<file path="src/rtl/spi_fb_pkg.sv">
// Shared constants for the SPI frame-buffer loader: command codes, header field
// positions and the decoder state encoding.
package spi_fb_pkg;

    localparam logic [7:0] CMD_WRITE = 8'h01;
    localparam logic [7:0] CMD_SWAP  = 8'h02;
    localparam logic [7:0] CMD_CLEAR = 8'h03;

    localparam int HDR_CMD_MSB = 31;
    localparam int HDR_CMD_LSB = 24;
    localparam int HDR_ARG_LSB = 0;

    typedef enum logic [2:0] {
        ST_IDLE    = 3'd0,
        ST_WRITE   = 3'd1,
        ST_SWAP    = 3'd2,
        ST_CLEAR   = 3'd3,
        ST_DISCARD = 3'd4
    } fb_state_e;

    function automatic logic [7:0] hdr_cmd(input logic [31:0] w);
        return w[HDR_CMD_MSB:HDR_CMD_LSB];
    endfunction

endpackage

</file>
<file path="src/rtl/fb_wr_fifo.sv">
// Small synchronous write FIFO with registered storage; the head entry is
// presented directly so a write is visible the cycle after it is pushed.
module fb_wr_fifo #(
    parameter int WIDTH = 44,
    parameter int DEPTH = 4
) (
    input  logic             clk,
    input  logic             reset,
    input  logic             push,
    input  logic [WIDTH-1:0] push_data,
    input  logic             pop,
    output logic [WIDTH-1:0] head_data,
    output logic             full,
    output logic             empty
);

    localparam int              PTR_W    = $clog2(DEPTH);
    localparam logic [PTR_W-1:0] PTR_ONE  = PTR_W'(1);
    localparam logic [PTR_W:0]  CNT_ONE  = (PTR_W + 1)'(1);
    localparam logic [PTR_W:0]  FULL_CNT = (PTR_W + 1)'(DEPTH);

    logic [WIDTH-1:0] mem_r [DEPTH];
    logic [PTR_W-1:0] wr_ptr_r;
    logic [PTR_W-1:0] rd_ptr_r;
    logic [PTR_W:0]   count_r;
    logic             push_ok_s;
    logic             pop_ok_s;

    // A full FIFO still accepts a push when the head leaves in the same cycle.
    always_comb begin
        pop_ok_s  = pop && (count_r != {(PTR_W + 1){1'b0}});
        push_ok_s = push && ((count_r != FULL_CNT) || pop_ok_s);
    end

    // Pointer, occupancy and storage update.
    always_ff @(posedge clk) begin
        if (reset) begin
            wr_ptr_r <= {PTR_W{1'b0}};
            rd_ptr_r <= {PTR_W{1'b0}};
            count_r  <= {(PTR_W + 1){1'b0}};
            for (int i = 0; i < DEPTH; i++) begin
                mem_r[i] <= {WIDTH{1'b0}};
            end
        end else begin
            if (push_ok_s) begin
                mem_r[wr_ptr_r] <= push_data;
                wr_ptr_r        <= wr_ptr_r + PTR_ONE;
            end
            if (pop_ok_s) begin
                rd_ptr_r <= rd_ptr_r + PTR_ONE;
            end
            case ({push_ok_s, pop_ok_s})
                2'b10:   count_r <= count_r + CNT_ONE;
                2'b01:   count_r <= count_r - CNT_ONE;
                default: count_r <= count_r;
            endcase
        end
    end

    assign head_data = mem_r[rd_ptr_r];
    assign full      = (count_r == FULL_CNT);
    assign empty     = (count_r == {(PTR_W + 1){1'b0}});

endmodule

</file>
<file path="src/rtl/spi_fb_loader.sv">
// Decodes SPI header/payload words into buffered frame-buffer writes.
// Optional checksum of WRITE payloads is enabled with `define SPI_FB_CSUM_EN.
module spi_fb_loader
    import spi_fb_pkg::*;
#(
    parameter int ADDR_W     = 12,
    parameter int FIFO_DEPTH = 4
) (
    input  logic              clk,
    input  logic              reset,
    input  logic [31:0]       word_in,
    input  logic              word_first,
    input  logic              word_done,
    input  logic              spi_idle,
    output logic              fb_we,
    output logic [ADDR_W-1:0] fb_addr,
    output logic [31:0]       fb_wdata,
    input  logic              fb_ready,
    output logic              swap_req,
    output logic              busy,
    output logic              err_ovf,
    output logic [31:0]       csum
);

    localparam logic [ADDR_W-1:0] ADDR_ONE = ADDR_W'(1);
    localparam logic [ADDR_W-1:0] ADDR_MAX = {ADDR_W{1'b1}};

    fb_state_e          state_r;
    logic [ADDR_W-1:0]  addr_r;
    logic               err_ovf_r;
    logic               swap_req_r;

    logic               hdr_s;
    logic               data_s;
    logic [7:0]         cmd_s;
    logic [ADDR_W-1:0]  arg_addr_s;
    logic               pop_s;
    logic               can_push_s;
    logic               push_s;
    logic [ADDR_W+31:0] push_data_s;
    logic [ADDR_W+31:0] head_s;
    logic               fifo_full_s;
    logic               fifo_empty_s;

    assign hdr_s      = word_done && word_first;
    assign data_s     = word_done && !word_first;
    assign cmd_s      = hdr_cmd(word_in);
    assign arg_addr_s = word_in[HDR_ARG_LSB +: ADDR_W];
    assign pop_s      = fb_we && fb_ready;
    assign can_push_s = !fifo_full_s || pop_s;

    // Push selection: a header never carries data, so it suppresses any push.
    always_comb begin
        push_s      = 1'b0;
        push_data_s = {addr_r, word_in};
        if (hdr_s) begin
            push_s = 1'b0;
        end else if ((state_r == ST_WRITE) && data_s && can_push_s) begin
            push_s      = 1'b1;
            push_data_s = {addr_r, word_in};
        end else if ((state_r == ST_CLEAR) && can_push_s) begin
            push_s      = 1'b1;
            push_data_s = {addr_r, 32'h0000_0000};
        end else begin
            push_s = 1'b0;
        end
    end

    fb_wr_fifo #(
        .WIDTH (ADDR_W + 32),
        .DEPTH (FIFO_DEPTH)
    ) u_fifo (
        .clk       (clk),
        .reset     (reset),
        .push      (push_s),
        .push_data (push_data_s),
        .pop       (pop_s),
        .head_data (head_s),
        .full      (fifo_full_s),
        .empty     (fifo_empty_s)
    );

    // Command decoder FSM with address counter, overflow flag and swap pulse.
    always_ff @(posedge clk) begin
        if (reset) begin
            state_r    <= ST_IDLE;
            addr_r     <= {ADDR_W{1'b0}};
            err_ovf_r  <= 1'b0;
            swap_req_r <= 1'b0;
        end else begin
            swap_req_r <= 1'b0;
            if (hdr_s) begin
                case (cmd_s)
                    CMD_WRITE: begin
                        addr_r  <= arg_addr_s;
                        state_r <= ST_WRITE;
                    end
                    CMD_SWAP:  state_r <= ST_SWAP;
                    CMD_CLEAR: begin
                        addr_r  <= {ADDR_W{1'b0}};
                        state_r <= ST_CLEAR;
                    end
                    default:   state_r <= ST_DISCARD;
                endcase
            end else begin
                case (state_r)
                    ST_WRITE: begin
                        // Dropped words still advance the address.
                        if (data_s) begin
                            addr_r <= addr_r + ADDR_ONE;
                            if (!can_push_s) begin
                                err_ovf_r <= 1'b1;
                            end
                        end
                        if (spi_idle) begin
                            state_r <= ST_IDLE;
                        end
                    end
                    ST_CLEAR: begin
                        if (can_push_s) begin
                            addr_r <= addr_r + ADDR_ONE;
                            if (addr_r == ADDR_MAX) begin
                                state_r <= ST_IDLE;
                            end
                        end
                    end
                    ST_SWAP: begin
                        if (fifo_empty_s) begin
                            swap_req_r <= 1'b1;
                            state_r    <= ST_IDLE;
                        end
                    end
                    ST_DISCARD: begin
                        if (spi_idle) begin
                            state_r <= ST_IDLE;
                        end
                    end
                    default: state_r <= ST_IDLE;
                endcase
            end
        end
    end

`ifdef SPI_FB_CSUM_EN
    logic [31:0] csum_run_r;
    logic [31:0] csum_r;
    logic [31:0] csum_next_s;
    logic        write_exit_s;

    // Running XOR includes words dropped on overflow.
    always_comb begin
        if ((state_r == ST_WRITE) && data_s) begin
            csum_next_s = csum_run_r ^ word_in;
        end else begin
            csum_next_s = csum_run_r;
        end
        write_exit_s = (state_r == ST_WRITE) && (hdr_s || spi_idle);
    end

    // Checksum accumulate, restart on a WRITE header, latch on leaving WRITE.
    always_ff @(posedge clk) begin
        if (reset) begin
            csum_run_r <= 32'h0000_0000;
            csum_r     <= 32'h0000_0000;
        end else begin
            if (hdr_s && (cmd_s == CMD_WRITE)) begin
                csum_run_r <= 32'h0000_0000;
            end else begin
                csum_run_r <= csum_next_s;
            end
            if (write_exit_s) begin
                csum_r <= csum_next_s;
            end
        end
    end

    assign csum = csum_r;
`else
    assign csum = 32'h0000_0000;
`endif

    assign fb_we    = !fifo_empty_s;
    assign fb_addr  = head_s[ADDR_W+31:32];
    assign fb_wdata = head_s[31:0];
    assign swap_req = swap_req_r;
    assign err_ovf  = err_ovf_r;
    assign busy     = (state_r != ST_IDLE) || !fifo_empty_s;

endmodule

</file>
<file path="config.mk">
export PLATFORM = sky130hd
export DESIGN_NAME = spi_fb_loader
export DESIGN_NICKNAME = d
export VERILOG_FILES = /design/src/rtl/spi_fb_pkg.sv /design/src/rtl/fb_wr_fifo.sv /design/src/rtl/spi_fb_loader.sv
export SDC_FILE = /design/constraint.sdc
export NUM_CORES = 1
export LEC_CHECK = 0
export BUFFER_PORTS_ARGS = -buffer_cell sky130_fd_sc_hd__clkbuf_2
export CORE_ASPECT_RATIO = 0.8
export CORE_MARGIN = 2
export CORE_UTILIZATION = 52
export DETAILED_ROUTE_END_ITERATION = 12
export PLACE_DENSITY = 0.76
export SKIP_CTS_REPAIR_TIMING = 1
export SLEW_MARGIN = 20
export SYNTH_ARGS = -nofsm -noshare
export SYNTH_HDL_FRONTEND = slang
export SYNTH_SLANG_ARGS = --single-unit
</file>
<file path="constraint.sdc">
create_clock -name clk -period 2.5 [get_ports clk]
set_clock_uncertainty 0.1 [all_clocks]
set_input_delay 0.25 -clock clk [delete_from_list [all_inputs] [get_ports clk]]
set_output_delay 0.25 -clock clk [all_outputs]
set_load 0.05 [all_outputs]
</file>
; Word-level counts from Yosys, hierarchy flattened
; Memories as Yosys holds them, arrays and structs flattened. A register that Yosys moved wholly into a read port is not among the register bits.
; Cells that the tools add are included.
[op_classes]
n_addsub = 5
mul = 0
div = 0
n_lt_le_gt_ge = 0
eq_ne = 18
n_shift = 0
mux = 30
bitwise_logic = 3
n_reduce_logical = 25
[op_table]
columns = cell, count
row1 = two-way mux 32 bit, 3
row2 = case mux 12 bit (2 select lines), 2
row3 = two-way mux 44 bit, 1
row4 = OR reduction 44 bit, 1
row5 = two-way mux 12 bit, 3
row6 = case mux 3 bit (3 select lines), 2
row7 = == test 8 x 2 -> 1 bit (second input constant), 2
row8 = two-way mux 3 bit, 5
row9 = adder 12 x 1 -> 12 bit (second input constant), 1
row10 = == test 12 bit (second input constant), 1
row11 = inequality test 3 bit (second input constant), 4
row12 = AND reduction 4 bit, 3
row13 = two-way mux 1 bit, 10
row14 = nonzero test 3 bit, 3
row15 = == test 8 x 1 -> 1 bit (second input constant), 1
row16 = logical AND 1 bit, 8
row17 = == test 3 x 2 -> 1 bit (second input constant), 2
row18 = == test 3 bit (second input constant), 2
row19 = two-way mux 2 bit, 3
row20 = inequality test 3 x 1 -> 1 bit (second input constant), 2
row21 = case mux 3 bit (2 select lines), 1
row22 = adder 2 x 1 -> 2 bit (second input constant), 2
row23 = adder 3 x 1 -> 3 bit (second input constant), 1
row24 = == test 3 x 1 -> 1 bit (second input constant), 1
row25 = 11 further kinds, 17
[totals]
register_bits = 24
latchBits = 0
ram_bits = 176
mem_bits_ro = 0
output_inout_bits = 80
word_cells = 89
memories = 1
[memory_table]
columns = name, depth, width, rd, rd_ports_with_merged_regs, write_ports, line_no
row1 = u_fifo.mem_r, 4, 44, 1, 1, 4, fb_wr_fifo.sv:22  ; logic [WIDTH-1:0] mem_r [DEPTH];

; Logic depth before layout (Yosys ltp)
; Gate-level depths: netlist of the first run.
[logic_depth]
ltp_word = 14
depth_mapped = 10

; By module
; A second synthesis of the first run with hierarchy kept.
[hier_totals]
hier_cells = 693
area_unflattened_um2 = 9665.5
[by_module_without_submodules]
columns = mod, instances, cells_each, area_per_inst_um2
row1 = fb_wr_fifo, 1, 481, 8122.8
row2 = spi_fb_loader, 1, 212, 1542.7

; Worst setup path before layout of the first run
; No wires, ideal clock.
[synth_timing]
path_kind = reg-to-reg
startpoint = reg u_fifo.count_r[0]
endpoint = reg u_fifo.count_r[2]
arrival_ns = 2.536
required_ns = 2.330
setup_slack_ns = -0.206
stages_incl_launch_ff = 10
path_buffers = 1
path_cell_list = dfxtp_1 > or3_1 > clkbuf_1 > and2_1 > ha_1 > inv_1 > fa_1 > xor2_1 > or3_1 > a21oi_1
[synth_lines]
columns = item, line_no
row1 = start: declaration, fb_wr_fifo.sv:25  ; logic [PTR_W:0] count_r;
row2 = start signal: assignment, fb_wr_fifo.sv:40  ; count_r <= {(PTR_W + 1){1'b0}};
row3 = start signal: assignment, fb_wr_fifo.sv:53  ; 2'b10: count_r <= count_r + CNT_ONE;
row4 = start signal: assignment, fb_wr_fifo.sv:54  ; 2'b01: count_r <= count_r - CNT_ONE;
row5 = zero test 3 bit (*), fb_wr_fifo.sv:62  ; assign empty = (count_r == {(PTR_W + 1){1'b0}});
row6 = zero test 1 bit (*), spi_fb_loader.sv:182  ; assign fb_we = !fifo_empty_s;
row7 = named net fb_we, spi_fb_loader.sv:15  ; output logic fb_we,
row8 = logical AND 1 bit (*), spi_fb_loader.sv:49  ; assign pop_s = fb_we && fb_ready;
row9 = logical AND 1 bit (*), fb_wr_fifo.sv:31  ; pop_ok_s = pop && (count_r != {(PTR_W + 1){1'b0}});
row10 = named net u_fifo.pop_ok_s, fb_wr_fifo.sv:27  ; logic pop_ok_s;
row11 = logical OR 1 bit, fb_wr_fifo.sv:32  ; push_ok_s = push && ((count_r != FULL_CNT) || pop_ok_s);
row12 = logical AND 1 bit, fb_wr_fifo.sv:32
row13 = == test 2 x 1 -> 1 bit or == test 2 bit (tied branches), fb_wr_fifo.sv:52  ; case ({push_ok_s, pop_ok_s})
row14 = case mux 3 bit (2 select lines) or nonzero test 2 bit (tied branches), n/a
; Mark *: on every way through the listed nets, which the timed path passes. The rest lies on a longest branch.
; A chain may end at the register's enable or synchronous reset.

; Worst setup path in the final report of the first run
[layout_timing]
startpoint = reg u_fifo.count_r[0]
endpoint = reg u_fifo.count_r[2]
[layout_lines]
columns = item, line_no
row1 = zero test 3 bit, fb_wr_fifo.sv:62
row2 = zero test 1 bit, spi_fb_loader.sv:182
row3 = logical AND 1 bit, spi_fb_loader.sv:49
row4 = logical AND 1 bit (*), fb_wr_fifo.sv:31
row5 = named net u_fifo.pop_ok_s, fb_wr_fifo.sv:27
row6 = logical OR 1 bit, fb_wr_fifo.sv:32
row7 = logical AND 1 bit, fb_wr_fifo.sv:32
row8 = == test 2 x 1 -> 1 bit or == test 2 bit (tied branches), fb_wr_fifo.sv:52
row9 = case mux 3 bit (2 select lines) or nonzero test 2 bit (tied branches), n/a
; Marks and branches as above.

==> summary.md, run 1 <==
## Layout
- layout filler cell count: 1326
- share of cells above drive strength 1: 0.2731
- post-layout utilization of the core: 0.6180
- final layout net count: 801
- final antenna diode count: 0
- area of combinational cells with multiple inputs: 3209 sq um
- synthesis-to-finish area growth: 15.36%
- area taken by flip-flops and latches: 5812 sq um

## Synth
- most frequently used flop master after synthesis: edfxtp_1
- top cell types by occurrence after synthesis: 176 x and2_1, 176 x edfxtp_1, 44 x mux4_2
- async set-reset flop share out of synthesis: 0
- proportion of netlist area held by the largest area contributor: 0.5643
- number of flops mapped to enable cells by yosys: 176
- share of the yosys chip area belonging to registers: 0.6198
- number of warnings issued by yosys: 0
- number of storage elements in the synthesis netlist: 202
- Yosys cell types: 52
- netlist area before placement: 9366 sq um
- post-synthesis instance total: 647
- library cell occupying the most area in the post-synthesis netlist: edfxtp_1
- cells taking the most area after synthesis: edfxtp_1 56%, and2_1 12%, mux4_2 11%, dfxtp_1 5.6%, buf_4 2.6%
- synthesized area divided by synthesized cell count: 14.48 sq um

## Routing
- Highest Signal Layer: met4
- detailed-route wire length: 20.03 mm
- number of nets with antenna violations after detailed routing: 0
- total number of vias: 5575
- wl on met1: 8.422 mm
- number of DRC markers after the initial detailed-route iteration: 491
- drt first pass iters: 5
- DR WL met2: 9.659 mm
- post-route DRC violation count: 0
- post-DR wirelength/cell: 20.15 microns
- met3 layer wire length in the routed design: 1.592 mm
- routed vias/inst: 5.609

## Clocking
- number of sinks driven by the clock tree: 202
- TritonCTS Buffers: 21
- count of H-tree levels built during CTS: 1
- insertion delay to the later sink of the worst-skew pair: 500 ps
- clock tree from TritonCTS: built
- Max Root-Sink Buffers: 3
- root buffer cell: clkbuf_16
- clock transition at the register clock pins on the worst setup and hold paths after CTS: 70 ps

## Power and ir drop
- Int Pwr: 5.395 mW
- share of power burned in combinational logic: 0.070
- total power per unit cell area: 649.8 nW/um^2
- leakage: 4.071 nW
- P_sw: 1.627 mW
- switching power as a share of total power: 0.2317
- worst vdd ir: 0.5010 mV
- relative contribution of the clock network to total power: 0.392
- Final Total Pwr: 7.022 mW
- sequential share of power: 0.538

## Status
- violations in the final reports: negative hold slack
- outcome: finished, violations left

## Place
- worst slack, placed: 140.1 ps
- routability congestion estimate from global placement: 0.8607
- count of buffers inserted at the top-level ports: 85
- half-perimeter wire length of the detailed placement result: 12.87 mm

## Setup path
- Crit path required time: 2830 ps
- data arrival time of the worst path: 2680 ps
- kind of critical path: reg2reg
- nature of the critical path startpoint: flip-flop
- setup slack of the worst register-to-register path: 150 ps
- Worst Path Max Fanout: 5
- Critical Path Sink Type: flip-flop

## Floorplan
- Die ar.: 19110 sq um
- I/O pin total: 118
- Starting Density: 0.5357
- placeable core region: 17490 sq um
- die extent in y: 124.0 microns
- row cnt: 43
- Die X-Extent: 154.1 microns

## STA
- # setup viols final: 0
- final count of hold timing violations: 10
- period utilisation layout: 0.9397
- min cycle time layout: 2349 ps
- post-route worst hold slack: -23.10 ps
- final sum of negative setup slack: 0 ps
- worst-margin pin slew: 582.5 ps
- max_slew headroom: 0.6085
- Final Max Slew Viols: 0
- RSZ-0062 raised after global routing: no
- maximum clock frequency: 0.4257 GHz
- worst setup slack after layout: 150.7 ps

## Global routing
- number of global-route vias before repair: 5574
- overall global routing resource usage: 0.2113
- largest net degree at the start of global routing: 45
- total congestion overflow after global routing: 0
- number of antenna violations at the first check in global routing: 0
- first-pass GRT wire length: 30.71 mm

## Worst hold path
- Hold Path Class: in2reg

## Flow run
- max-cap check violation count: 0

==> stage by stage <==
| stage | instance area (sq um) | std cells |
|---|---|---|
| after floorplan | 9484 | 678 |
| after global placement | 10090 | 948 |
| after detailed placement | 10090 | 948 |
| after CTS | 10670 | 980 |
| after global routing | 10810 | 994 |
| final | 10810 | 994 |
==> state kept, by name (all words and copies together) (netlist names), named ones only <==
signal           flops
addr_r              12
state_r              3
u_fifo.mem_r       176
swap_req             1
u_fifo.wr_ptr_r      2
u_fifo.rd_ptr_r      2
err_ovf              1
u_fifo.count_r       3
==> worst paths after layout <==
path / startpoint / end / cells past startpoint
worst max-delay path: u_fifo.count_r[0] / u_fifo.count_r[2] / 8
worst min-delay path: word_in[3] / addr_r[3] / 3
worst max register to register: u_fifo.count_r[0] / u_fifo.count_r[2] / 8
worst min register to register: err_ovf / err_ovf / 2
==> power by group through the flow <==
stage               clock network (mW)  registers (mW)  logic (mW)
global route                      2.92            3.78       0.519
global placement                     0            3.84       0.476
CTS                               2.80            3.78       0.483
detailed placement                   0            3.85       0.483
finish                            2.75            3.78       0.494
floorplan                            0            3.84       0.358
==> cells in the final DEF (no fill, tap or decap), types with 2 or more instances in the layout <==
cell type	n
nor4_4	2
dfxtp_2	2
and2_1	176
nand4_1	5
nor2b_1	2
dlygate4sd3_1	10
ha_1	2
clkinv_2	6
a22oi_1	3
or3_1	4
buf_4	24
clkbuf_2	85
mux4_2	44
and3_1	2
dfxtp_1	23
inv_6	2
a31oi_1	4
conb_1	32
edfxtp_1	176
xor2_1	7
and2b_4	2
o21ai_0	7
a211oi_1	7
nand2_1	11
a31o_2	2
nor3_1	9
xnor2_1	4
clkinv_1	2
o31ai_1	2
clkbuf_16	21
nor3b_1	2
a221oi_1	2
buf_12	9
nand3_1	6
inv_1	7
nand2b_1	2
or2_2	3
nor4b_4	3
a21oi_1	11
nor2_1	29
==> logic make-up (layout without fill, tap and decap cells) <==
logic type | after synthesis | in the layout | share of synthesized area
AOI/OAI and AO/OA | 45 | 45 | 0.03299
xor gates and xnor gates | 11 | 11 | 0.01029
adders and majority gates | 3 | 3 | 0.004809
buffers and inverters | 77 | 168 | 0.05063
DFF | 202 | 202 | 0.6198
muxes | 44 | 44 | 0.1058
other | 1 | 32 | 0.0004004
and+or+nand+nor | 264 | 264 | 0.1753
==> worst max-delay path: stages, from the launching register on <==
cell     delay, ps
dfxtp_1        430
or3_1          240
and2_1         210
ha_1           200
inv_1           70
fa_1           430
xor2_1         170
or3_1          300
a21oi_1        140
==> routing by layer <==
metal	vias up	track usage
met3	36	0.04001
met1	2788	0.2934
met4	0	0.03972
met2	225	0.3571
li1	2526	-
met5	-	0
==> layout make-up <==
cell class	count	share of cell area
flip-flops and latches	202	0.5379
multi-input cells	399	0.2970
repair buffers	128	0.08198
clock buffers	22	0.04898
well taps	225	0.02605
clock inverters	10	0.005095
inverters	8	0.003011
Power figures use the tool's default switching activity.
==> run 2, diff against run 1 <==
--- a/config.mk
+++ b/config.mk
@@ -10,6 +10,7 @@
 export CORE_MARGIN = 2
 export CORE_UTILIZATION = 52
 export DETAILED_ROUTE_END_ITERATION = 12
+export MAX_ROUTING_LAYER = met4
 export PLACE_DENSITY = 0.76
 export SKIP_CTS_REPAIR_TIMING = 1
 export SLEW_MARGIN = 20
==> run 2 against run 1 <==
  * The flow still finishes with violations (negative hold slack)
  * Core utilization grew 0.52 points
  * Worst setup slack worse by 39 ps
  * Critical path depth is 1 higher
  * Clock power is 15% higher
  * Non-clock buffer count shrank 3
  * Critical path type unchanged
  * Highest routed layer unchanged
==> summary.md, run 2 (synthesized netlist as in run 1, its figures left out) <==
## Setup path
- crit path cell chain: nor4b_4, nor4_4, inv_4, ha_1, inv_1, fa_1, xor2_1, or3_1, a21oi_1
- Worst Path Max Fanout: 4
- nature of the critical path startpoint: flip-flop
- Critical Path Sink Type: flip-flop
- slowest cell delay on critical path: 440 ps
- Crit path required time: 2810 ps
- depth of the most critical reg-to-reg path: 9
- kind of critical path: reg2reg
- beginning of the worst register-to-register path: u_fifo.count_r[0]
- endpoint of the most critical register-to-register path: u_fifo.count_r[2]
- slowest library cell on the worst path: fa_1
- data arrival time of the worst path: 2700 ps
- setup slack of the worst register-to-register path: 110 ps

## STA
- # setup viols final: 0
- worst-margin pin slew: 600.7 ps
- RSZ-0062 raised after global routing: no
- max_slew headroom: 0.5962
- maximum clock frequency: 0.4187 GHz
- min cycle time layout: 2388 ps
- period utilisation layout: 0.9553
- Final Max Slew Viols: 0
- final count of hold timing violations: 12
- final sum of negative setup slack: 0 ps
- post-route worst hold slack: -17.71 ps

## Global routing
- number of global-route vias before repair: 5574
- first-pass GRT wire length: 30.80 mm
- overall global routing resource usage: 0.2187
- largest net degree at the start of global routing: 45
- total congestion overflow after global routing: 0
- number of antenna violations at the first check in global routing: 0

## Worst hold path
- Hold Path Class: in2reg
- hold_sp: word_in[16]
- WHS Path Cells: 2
- hold path endpoint: u_fifo.mem_r[3][16]

## Floorplan
- Die ar.: 19110 sq um
- Starting Density: 0.5357
- I/O pin total: 118
- row cnt: 43
- placeable core region: 17490 sq um
- Die X-Extent: 154.1 microns
- die extent in y: 124.0 microns

## Layout
- share of cells above drive strength 1: 0.2737
- number of flip-flops in the largest register: 176
- Final Instance Count excl. Fillers: 996
- Largest Register: u_fifo.mem_r
- final layout net count: 798
- leading registers by flop count: u_fifo.mem_r (176), addr_r (12)
- synthesis-to-finish area growth: 16.32%
- layout filler cell count: 1287
- commonest cells after routing, fill and taps aside: 176 x and2_1, 176 x edfxtp_1, 85 x clkbuf_2
- final antenna diode count: 0
- post-route design area: 10900 sq um

## Clocking
- clock transition at the register clock pins on the worst setup and hold paths after CTS: 60 ps
- count of H-tree levels built during CTS: 1
- insertion delay to the later sink of the worst-skew pair: 490 ps
- TritonCTS Buffers: 21
- root buffer cell: clkbuf_16
- Max Root-Sink Buffers: 3
- number of sinks driven by the clock tree: 202
- clock tree from TritonCTS: built

## Power and ir drop
- share of power burned in combinational logic: 0.066
- switching power as a share of total power: 0.2218
- total power per unit cell area: 680.5 nW/um^2
- sequential share of power: 0.509
- relative contribution of the clock network to total power: 0.424
- worst vdd ir: 0.4125 mV
- Int Pwr: 5.770 mW
- leakage: 4.102 nW
- P_sw: 1.644 mW

## Routing
- detailed-route wire length: 20.05 mm
- met3 layer wire length in the routed design: 1.465 mm
- post-route DRC violation count: 0
- post-DR wirelength/cell: 20.13 microns
- number of nets with antenna violations after detailed routing: 0
- total number of vias: 5615
- DR WL met2: 9.794 mm
- number of DRC markers after the initial detailed-route iteration: 454
- Highest Signal Layer: met4
- drt first pass iters: 5
- routed vias/inst: 5.638
- wl on met1: 8.402 mm

## Status
- violations in the final reports: negative hold slack
- outcome: finished, violations left

## Place
- count of buffers inserted at the top-level ports: 85
- half-perimeter wire length of the detailed placement result: 12.69 mm
- routability congestion estimate from global placement: 0.8635
- area post-placement: 10080 sq um
- total instance count after detailed placement: 947

## Flow run
- max-cap check violation count: 0

[run 2: changes by cell type in the layout (fill, tap and decap cells not counted), moves of 2 or more]
| cell | delta |
|---|---|
| clkinv_2 | -4 |
| clkbuf_1 | +3 |
| clkbuf_8 | +3 |
| bufinv_16 | +2 |
| dlygate4sd3_1 | -2 |
[run 2: area by class of cell]
class / instances / area, sq um / area share
inverter: 8 / 32.53 / 0.002986
clock buffer: 29 / 606.8 / 0.05570
clock inverter: 8 / 90.09 / 0.008268
tap: 225 / 281.5 / 0.02584
sequential: 202 / 5812 / 0.5334
timing repair buffer: 125 / 858.3 / 0.07878
multi-input combinational: 399 / 3214 / 0.2950
[run 2: how the worst max path moves through the flow]
stage | start | to | slack, ps | depth (start not counted)
6_report | u_fifo.count_r[0] | u_fifo.count_r[2] | 110 | 9
5_1_grt | state_r[2] | u_fifo.mem_r[2][18] | 10 | 7
4_1_cts | flip-flop | fb_addr[0] | 20 | 3
3_5_place_dp | u_fifo.count_r[0] | u_fifo.count_r[2] | 110 | 9
3_3_place_gp | u_fifo.count_r[0] | u_fifo.count_r[2] | 250 | 9
2_1_floorplan | u_fifo.count_r[0] | u_fifo.count_r[2] | 60 | 9
[run 2: power by group through the flow]
| stage | Combinational [mW] | Clock, mW | Sequential [mW] |
|---|---|---|---|
| floorplan | 0.358 | 0 | 3.84 |
| global placement | 0.476 | 0 | 3.84 |
| detailed placement | 0.481 | 0 | 3.85 |
| CTS | 0.482 | 3.18 | 3.78 |
| global route | 0.517 | 3.32 | 3.78 |
| finish | 0.492 | 3.15 | 3.78 |
[run 2: layer usage]
layer	global-route usage	vias up
li1	-	2524
met1	0.2874	2825
met2	0.3599	229
met3	0.03827	37
met4	0.05783	0
met5	-	-
[run 2: stage by stage]
stage	power [mW]	setup slack, ps	utilization	hold WS, ps
detailed placement	4.331	110.8	0.5766	358.8
global placement	4.316	251.3	0.5766	360.3
CTS	7.438	24.70	0.6165	-34.76
finish	7.414	111.8	0.6231	-17.71
floorplan	4.196	64.84	-	315.2
global route	7.617	9.519	0.6231	1.732
[run 2: critical path, delay by kind of cell, from the launching register on]
family,cells,cell delay (ps)
AND/OR/NAND/NOR,3,770
adder cells (fa/ha/maj),2,610
flip-flops,1,360
AO/OA/AOI/OAI,1,170
XOR/XNOR,1,160
buffers and inverters,2,130
